### src/rtl/mux_scan_ctrl_pkg.sv
// Shared definitions for the multiplexer scan controller: channel count,
// FSM state encoding and the select-to-one-hot decoder.
package mux_scan_ctrl_pkg;

    localparam int NUM_CH = 4;
    localparam int SEL_W  = 2;

    typedef enum logic [1:0] {
        ST_IDLE    = 2'd0,
        ST_ARB     = 2'd1,
        ST_DWELL   = 2'd2,
        ST_CAPTURE = 2'd3
    } state_t;

    // Decode a mux select value into the matching one-hot grant
    // (sel 0 -> 0001, sel 3 -> 1000).
    function automatic logic [NUM_CH-1:0] sel_to_onehot(input logic [SEL_W-1:0] s);
        logic [NUM_CH-1:0] v;
        v    = '0;
        v[s] = 1'b1;
        return v;
    endfunction

endpackage

### src/rtl/mux_scan_ctrl_rr_arbiter4.sv
// Combinational 4-way round-robin search: finds the first set request bit
// starting one position after the last served channel, wrapping around.
module rr_arbiter4 (
    input  logic [3:0] req,
    input  logic [1:0] last,
    output logic [1:0] idx,
    output logic       found
);

    // w_rot[k] is the request of channel (last + 1 + k) mod 4, so bit 0 of
    // the rotated vector always holds the highest-priority candidate.
    logic [3:0] w_rot;
    logic [1:0] w_off;

    genvar gi;
    generate
        for (gi = 0; gi < 4; gi++) begin : g_rot
            assign w_rot[gi] = req[last + 2'(gi + 1)];
        end
    endgenerate

    // Lowest set bit of the rotated vector gives the offset from last+1.
    always_comb begin
        w_off = 2'd0;
        for (int i = 3; i >= 0; i--) begin
            if (w_rot[i]) begin
                w_off = 2'(i);
            end
        end
    end

    assign found = |w_rot;
    assign idx   = last + 2'd1 + w_off;

endmodule

### src/rtl/mux_scan_ctrl.sv
// Scan controller for a shared 4:1 mux: picks a requesting channel
// round-robin, drives the select, waits a programmable settle time and
// then captures the mux output into that channel's sample bit.
module mux_scan_ctrl #(
    parameter int NUM_CH  = mux_scan_ctrl_pkg::NUM_CH,
    parameter int DWELL_W = 8
) (
    input  logic               clk,
    input  logic               rst_n,
    input  logic               en,
    input  logic [NUM_CH-1:0]  req,
    input  logic [DWELL_W-1:0] dwell,
    input  logic               mux_data,
    output logic [1:0]         sel,
    output logic [NUM_CH-1:0]  grant,
    output logic [NUM_CH-1:0]  sample,
    output logic               sample_valid,
    output logic [1:0]         sample_ch,
    output logic               busy
);

    import mux_scan_ctrl_pkg::*;

    state_t             r_state;
    logic [1:0]         r_sel;
    logic [1:0]         r_last;
    logic [NUM_CH-1:0]  r_grant;
    logic [NUM_CH-1:0]  r_sample;
    logic               r_sample_valid;
    logic [1:0]         r_sample_ch;
    logic               r_busy;
    logic [DWELL_W-1:0] r_cnt;

    logic [1:0]         w_arb_idx;
    logic               w_arb_found;

    rr_arbiter4 u_arb (
        .req   (req),
        .last  (r_last),
        .idx   (w_arb_idx),
        .found (w_arb_found)
    );

    // Controller FSM; every output is a register updated on the transition
    // into the state where it must be visible.
    always_ff @(posedge clk) begin
        if (!rst_n) begin
            r_state        <= ST_IDLE;
            r_sel          <= 2'd0;
            r_last         <= 2'd3;  // channel 0 wins the first search
            r_grant        <= '0;
            r_sample       <= '0;
            r_sample_valid <= 1'b0;
            r_sample_ch    <= 2'd0;
            r_busy         <= 1'b0;
            r_cnt          <= '0;
        end else begin
            r_sample_valid <= 1'b0;
            case (r_state)
                ST_IDLE: begin
                    r_grant <= '0;
                    if (en && (|req)) begin
                        r_state <= ST_ARB;
                        r_busy  <= 1'b1;
                    end else begin
                        r_busy  <= 1'b0;
                    end
                end
                ST_ARB: begin
                    // Request and dwell are latched here; later changes do
                    // not affect the transaction in flight.
                    if (w_arb_found) begin
                        r_sel   <= w_arb_idx;
                        r_grant <= sel_to_onehot(w_arb_idx);
                        r_cnt   <= dwell;
                        r_state <= ST_DWELL;
                        r_busy  <= 1'b1;
                    end else begin
                        r_grant <= '0;
                        r_state <= ST_IDLE;
                        r_busy  <= 1'b0;
                    end
                end
                ST_DWELL: begin
                    if (r_cnt == '0) begin
                        r_sample[r_sel] <= mux_data;
                        r_grant         <= '0;
                        r_sample_valid  <= 1'b1;
                        r_sample_ch     <= r_sel;
                        r_last          <= r_sel;
                        r_state         <= ST_CAPTURE;
                    end else begin
                        r_cnt <= r_cnt - DWELL_W'(1);
                    end
                end
                ST_CAPTURE: begin
                    if (en && (|req)) begin
                        r_state <= ST_ARB;
                        r_busy  <= 1'b1;
                    end else begin
                        r_state <= ST_IDLE;
                        r_busy  <= 1'b0;
                    end
                end
                default: begin
                    r_state <= ST_IDLE;
                    r_grant <= '0;
                    r_busy  <= 1'b0;
                end
            endcase
        end
    end

    assign sel          = r_sel;
    assign grant        = r_grant;
    assign sample       = r_sample;
    assign sample_valid = r_sample_valid;
    assign sample_ch    = r_sample_ch;
    assign busy         = r_busy;

endmodule

### config.mk
export PLATFORM = sky130hd
export DESIGN_NAME = mux_scan_ctrl
export DESIGN_NICKNAME = d
export VERILOG_FILES = /design/src/rtl/mux_scan_ctrl_pkg.sv /design/src/rtl/mux_scan_ctrl_rr_arbiter4.sv /design/src/rtl/mux_scan_ctrl.sv
export SDC_FILE = /design/constraint.sdc
export NUM_CORES = 1
export LEC_CHECK = 0
export BUFFER_PORTS_ARGS = -buffer_cell sky130_fd_sc_hd__buf_4
export CAP_MARGIN = 25
export CORE_ASPECT_RATIO = 1.1
export CORE_UTILIZATION = 54
export DETAILED_ROUTE_END_ITERATION = 10
export PLACE_DENSITY = 0.81
export SYNTH_ARGS = -nofsm -noshare
export SYNTH_HDL_FRONTEND = slang
export SYNTH_SLANG_ARGS = --single-unit
### constraint.sdc
create_clock -name clk -period 2.7 [get_ports clk]
set_clock_uncertainty 0.1 [all_clocks]
set_input_delay 0.54 -clock clk [delete_from_list [all_inputs] [get_ports clk]]
set_output_delay 0.54 -clock clk [all_outputs]
set_load 0.01 [all_outputs]
Word level (Yosys, flattened, before mapping)
Index checks and enable logic that the tools add are counted.
{ "word_totals": {"register_bits": 26, "inputBits": 16, "out_inout_bits": 14, "wordCells": 78} }
{ "op_classes": {"add_sub_neg": 5, "order_cmp": 8, "n_eq_ne": 7, "n_mux": 32, "n_reduce_logical": 17} }
{ "op_table": {"columns": ["cell", "count"], "rows": [
  ["$lt A2 B3 Y1 const B", 6],
  ["$mux W8", 2],
  ["$pmux W8 S2", 1],
  ["$mux W2", 7],
  ["$pmux W4 S3", 1],
  ["$mux W1", 10],
  ["$reduce_and A2 Y1", 5],
  ["$bmux W1 S2", 4],
  ["$logic_not A8 Y1", 1],
  ["$mux W4", 2],
  ["$pmux W2 S4", 1],
  ["$reduce_or A4 Y1", 2],
  ["$sub A8 B1 Y8 const B", 1],
  ["$ne A2 B2 Y1 const B", 3],
  ["$add A2 B2 Y2 const B", 2],
  ["$bwmux W4", 1],
  ["$demux W1 S2", 2],
  ["$eq A2 B2 Y1 const B", 2],
  ["$ge A2 B1 Y1 const B", 2],
  ["$reduce_bool A2 Y1", 2],
  ["$logic_and A1 B1 Y1", 3],
  ["$reduce_and A3 Y1", 1],
  ["$reduce_bool A3 Y1", 1],
  ["$add A2 B1 Y2 const B", 1],
  ["6 further kinds", 6]
]} }

Depth between registers and ports, before layout
{ "logic_depth": {"depth_word": 13, "ltp_mapped": 10, "ltp_nobuf": 9} }

Hierarchy
From an unflattened synthesis, not the netlist that was laid out.
{ "hier_totals": {"cells_unflattened": 199, "area_unflattened_um2": 1580.3} }
{ "modules_own_cells": {"columns": ["mod", "instances", "cells_per_inst", "area_each_um2", "seq_area_each_um2"], "rows": [
  ["mux_scan_ctrl", 1, 168, 1388.8, 520.5],
  ["rr_arbiter4", 1, 31, 191.4, 0.0]
]} }

Worst setup path after synthesis
No wires, ideal clock.
{ "synth_path": {"kind": "in2reg", "startpoint": "input port req[3]", "endpoint": "register r_grant[0], in the netlist grant[0]", "setup_ns": 0.117, "t_arrival_ns": 2.157, "t_required_ns": 2.483, "path_slack_ns": 0.326, "path_stages": 9, "path_buffers": 1, "path_cell_list": "buf_2 > or2_2 > o211a_1 > o21ai_0 > ha_1 > xor2_1 > xnor2_1 > xnor2_1 > a32o_1"} }
{ "synth_between": {"elab_chain_cells": 13, "elab_cells_between_ends": 21, "classes_between": "add/sub (1); order compare (2); mux (16); reduce/logical (2)"} }
{ "synth_lines": {"columns": ["element", "line", "rtl"], "rows": [
  ["from (decl)", "mux_scan_ctrl.sv:11", "input logic [NUM_CH-1:0] req,"],
  ["$bmux W1 S2", "mux_scan_ctrl_rr_arbiter4.sv:18", "assign w_rot[gi] = req[last + 2'(gi + 1)];"],
  ["$mux W1 (implied by the code)", "mux_scan_ctrl_rr_arbiter4.sv:18", null],
  ["$mux W2 (4 in a row)", "mux_scan_ctrl_rr_arbiter4.sv:26", "if (w_rot[i]) begin"],
  ["$add A2 B2 Y2", "mux_scan_ctrl_rr_arbiter4.sv:33", "assign idx = last + 2'd1 + w_off;"],
  ["$lt A2 B3 Y1 (implied by the code) / $ge A2 B1 Y1 (equally long branches)", "mux_scan_ctrl_pkg.sv:20", "v[s] = 1'b1;"],
  ["$logic_and A1 B1 Y1 (implied by the code)", "mux_scan_ctrl_pkg.sv:20", null],
  ["$mux W1 (implied by the code)", "mux_scan_ctrl_pkg.sv:20", null],
  ["$demux W1 S2", "mux_scan_ctrl_pkg.sv:20", null],
  ["$mux W4 *", "mux_scan_ctrl.sv:72", "if (w_arb_found) begin"],
  ["$pmux W4 S3 *", "mux_scan_ctrl.sv:59", "case (r_state)"],
  ["to (signal assigned)", "mux_scan_ctrl.sv:74", "r_grant <= sel_to_onehot(w_arb_idx);"],
  ["to (decl)", "mux_scan_ctrl.sv:27", "logic [NUM_CH-1:0] r_grant;"]
]} }
Every way passes the cells marked *; elsewhere a longest branch is shown, timed or not. The select of a mux whose other input is x is not followed.
A chain may end at the register's enable or synchronous reset.

Worst setup path in the final report
{ "layout_path": {"startpoint": "register r_last[0]", "endpoint": "register r_grant[3], in the netlist grant[3]"} }
{ "layout_between": {"elab_chain_cells": 13, "elab_cells_between_ends": 24, "classes_between": "add/sub (4); order compare (2); mux (16); reduce/logical (2)"} }
{ "layout_lines": {"columns": ["element", "line", "rtl"], "rows": [
  ["from (decl)", "mux_scan_ctrl.sv:26", "logic [1:0] r_last;"],
  ["from (signal assigned)", "mux_scan_ctrl.sv:90", "r_last <= r_sel;"],
  ["$add A2 B2 Y2 / $bmux W1 S2 (equally long branches)", "mux_scan_ctrl_rr_arbiter4.sv:18", null],
  ["$bmux W1 S2 / $mux W1 (equally long branches)", "mux_scan_ctrl_rr_arbiter4.sv:18", null],
  ["$mux W1 (implied by the code) / $mux W2 (equally long branches)", "mux_scan_ctrl_rr_arbiter4.sv:18, mux_scan_ctrl_rr_arbiter4.sv:26", null],
  ["$mux W2 (3 in a row)", "mux_scan_ctrl_rr_arbiter4.sv:26", null],
  ["$add A2 B2 Y2", "mux_scan_ctrl_rr_arbiter4.sv:33", null],
  ["$lt A2 B3 Y1 (implied by the code) / $ge A2 B1 Y1 (equally long branches)", "mux_scan_ctrl_pkg.sv:20", null],
  ["$logic_and A1 B1 Y1 (implied by the code)", "mux_scan_ctrl_pkg.sv:20", null],
  ["$mux W1 (implied by the code)", "mux_scan_ctrl_pkg.sv:20", null],
  ["$demux W1 S2", "mux_scan_ctrl_pkg.sv:20", null],
  ["$mux W4 *", "mux_scan_ctrl.sv:72", null],
  ["$pmux W4 S3 *", "mux_scan_ctrl.sv:59", null]
]} }
Marks and branches as above.

==> reports/metrics.yaml <==
outcome: "finished clean"
die_h_um: 57.7
groute.usage.overall_pct: 25.4
post_drt_wl_per_cell_um: 14.0
area_growth_pct: 18.4
reg2regPathDepth: 8
leakage_nw: 0.760
grt_max_degree: 18
diodes: 0
clock_sinks: 26
fill_cells: 207
vias_per_cell: 5.89
drcViolationCount: 0
place.gp.congestion: 0.850
clock_path_buffers: 2
cts_buffers: 3
first_iter_violations: 45
total_power_mw: 1.12
yosysSeqAreaShare_pct: 34.1
dr_total_vias: 1461
io_pins: 30
cap_violations: 0
worstPathArrival_ns: 2.44
portBuffers: 29
yosysTopAreaCellShare_pct: 34.1
firstDrtPassIters: 4
syn_inst: 191
synth.distinct_cells: 45
postSynthAreaPerCell_um2: 7.99
peakVddDrop_v: 0.000544
synth_edf_count: 0
start_kind: "register"
dieArea_mm2: 0.00304
drive_gt1_share_pct: 20.7
cts_tree: "yes"
dp_hpwl_um: 2550
timing.fmax_mhz: 431
ant_nets: 0
crit_type: "register to register"
cts.clk_slew.worst_paths_ns: 0.14
finalHoldViolCount: 0
post-route-period-util_pct: 85.9
cts_setup_buffers: 0
cts_resized: 0
worstSkewPairLatency_ns: 0.32
synth_ff_type: "dfxtp_1"
placed_area_mm2: 0.00175
rsz0062_at_grt: "false"
globalRouteOverflowTotal: 0
grt_pass1_vias: 1390
fp.coreArea_mm2: 0.00259
worst_setup_path_end_kind: "register"
utilization_pct: 69.7
ys_ff_latch: 26
tns_ns: 0
grt_pass1_wl_um: 5840
synth_top_cell_by_area: "dfxtp_1"
yosys-top-cells-area: "dfxtp_1 34%, a21oi_1 6.9%, ha_1 6.6%, nor2_1 5.9%, nand2_1 4.2%"
routed_wl_um: 3460
ys_top_cells_by_count: "26 x dfxtp_1, 24 x nor2_1, 21 x a21oi_1"
period_minus_slack_ns: 2.32
syn_nets: 215
rows: 19
pre_cts_slack_ns: 0.158
tightest_slew_ns: 0.558
p_per_area_mw_per_mm2: 622
min_path_cells: 3
yosysWarnings: 0
ctsHoldBuffers: 0
htree_levels: 1
drv_slew: 0
async_flop_share_pct: 0
max-slew-margin-rel_pct: 62.5
cp_max_fo: 9
worstHoldPathType: "input port to register"
final_nets: 242
synthesis.area_mm2: 0.00153
stdcell_area_mm2: 0.00181
setup_viol_count_final: 0
clockRootBuffer: "clkbuf_4"
die_width_um: 52.7
cp.required_ns: 2.82
start_util_pct: 58.9
yosysMostFrequentCell: "dfxtp_1"
antenna_found_initial: 0
setup_ws_ns: 0.380
-- path summary, 6_finish.rpt --
kind                             start                   endpoint  slack [ns]
max             r_last[0]$_SDFFE_PN1P_      grant[3]$_SDFFE_PN0P_        0.38
min                           mux_data     sample[2]$_SDFFE_PN0P_        0.37
max reg2reg     r_last[0]$_SDFFE_PN1P_      grant[3]$_SDFFE_PN0P_        0.38
min reg2reg  sample_ch[0]$_SDFFE_PN0P_  sample_ch[0]$_SDFFE_PN0P_        0.37
-- cell usage in the layout (no fill, tap or decap), types with 2 or more instances in the layout --
master | netlist | layout
ha_1 | 8 | 8
xnor2_1 | 2 | 2
o2bb2ai_1 | 2 | 2
nand3_1 | 12 | 12
o21ai_0 | 8 | 8
nor2_1 | 24 | 24
or2_2 | 2 | 2
buf_4 | 1 | 33
a32o_1 | 3 | 3
o21a_1 | 3 | 3
o32ai_1 | 2 | 2
dfxtp_1 | 26 | 26
nor3_1 | 5 | 5
nand4_1 | 2 | 2
a31oi_1 | 3 | 3
inv_1 | 8 | 8
a21boi_0 | 2 | 2
a21oi_1 | 21 | 21
o31ai_1 | 4 | 4
nand2_1 | 17 | 17
clkbuf_4 | 0 | 3
nor4_1 | 2 | 2
mux2i_1 | 3 | 3
a21o_1 | 2 | 2
-- where the power goes --
part / internal (mW) / switching [mW]
registers: 0.426 / 0.0540
logic: 0.156 / 0.222
clock network: 0.150 / 0.115
total: 0.732 / 0.391
-- metrics by stage --
step	hold slack, ns	instances
3_5_place_dp	0.358	244
2_1_floorplan	0.381	191
4_1_cts	0.359	248
5_1_grt	0.358	248
3_3_place_gp	0.346	244
6_report	0.366	248
-- logic make-up after synthesis --
group                    Yosys count  share of synthesized area [%]
AND/OR/NAND/NOR                   74                           24.0
AO/OA/AOI/OAI                     57                           25.6
flip-flops                        26                           34.1
buffers and inverters             20                           6.07
adder cells (fa/ha/maj)            8                           6.56
XOR/XNOR                           3                           1.72
multiplexers                       3                           1.97
-- per-layer routing --
metal / global-route usage, % / vias up / share of wire [%]
met3: 3.15 / 4 / 2.9
met5: 0 / - / 0
li1: - / 739 / -
met4: 9.40 / 0 / 1.1
met1: 30.8 / 686 / 44
met2: 45.0 / 32 / 52
-- flip-flops by register name, summed over array words and instances (netlist names), 2 cells and up, named ones only --
| name | count |
|---|---|
| grant | 4 |
| r_cnt | 8 |
| r_last | 2 |
| sample | 4 |
| sample_ch | 2 |
| sel | 2 |
-- critical path: stages, from the launching register on --
cell and delay [ns]:
dfxtp_1 0.42, or2_2 0.34, o211a_1 0.20, o21ai_0 0.17, ha_1 0.19, xor2_1 0.20, xnor2_1 0.12, xnor2_1 0.34
o31ai_1 0.13
-- cell type report --
type	count	area (µm²)	share of cell area [%]
clock inverters	1	30.0	1.66
repair buffers	33	248	13.7
flip-flops and latches	26	520	28.8
multi-input cells	145	912	50.5
well taps	31	38.8	2.15
inverters	9	33.8	1.87
clock buffers	3	22.5	1.25
Note: power is estimated with default switching activity, not from simulation.
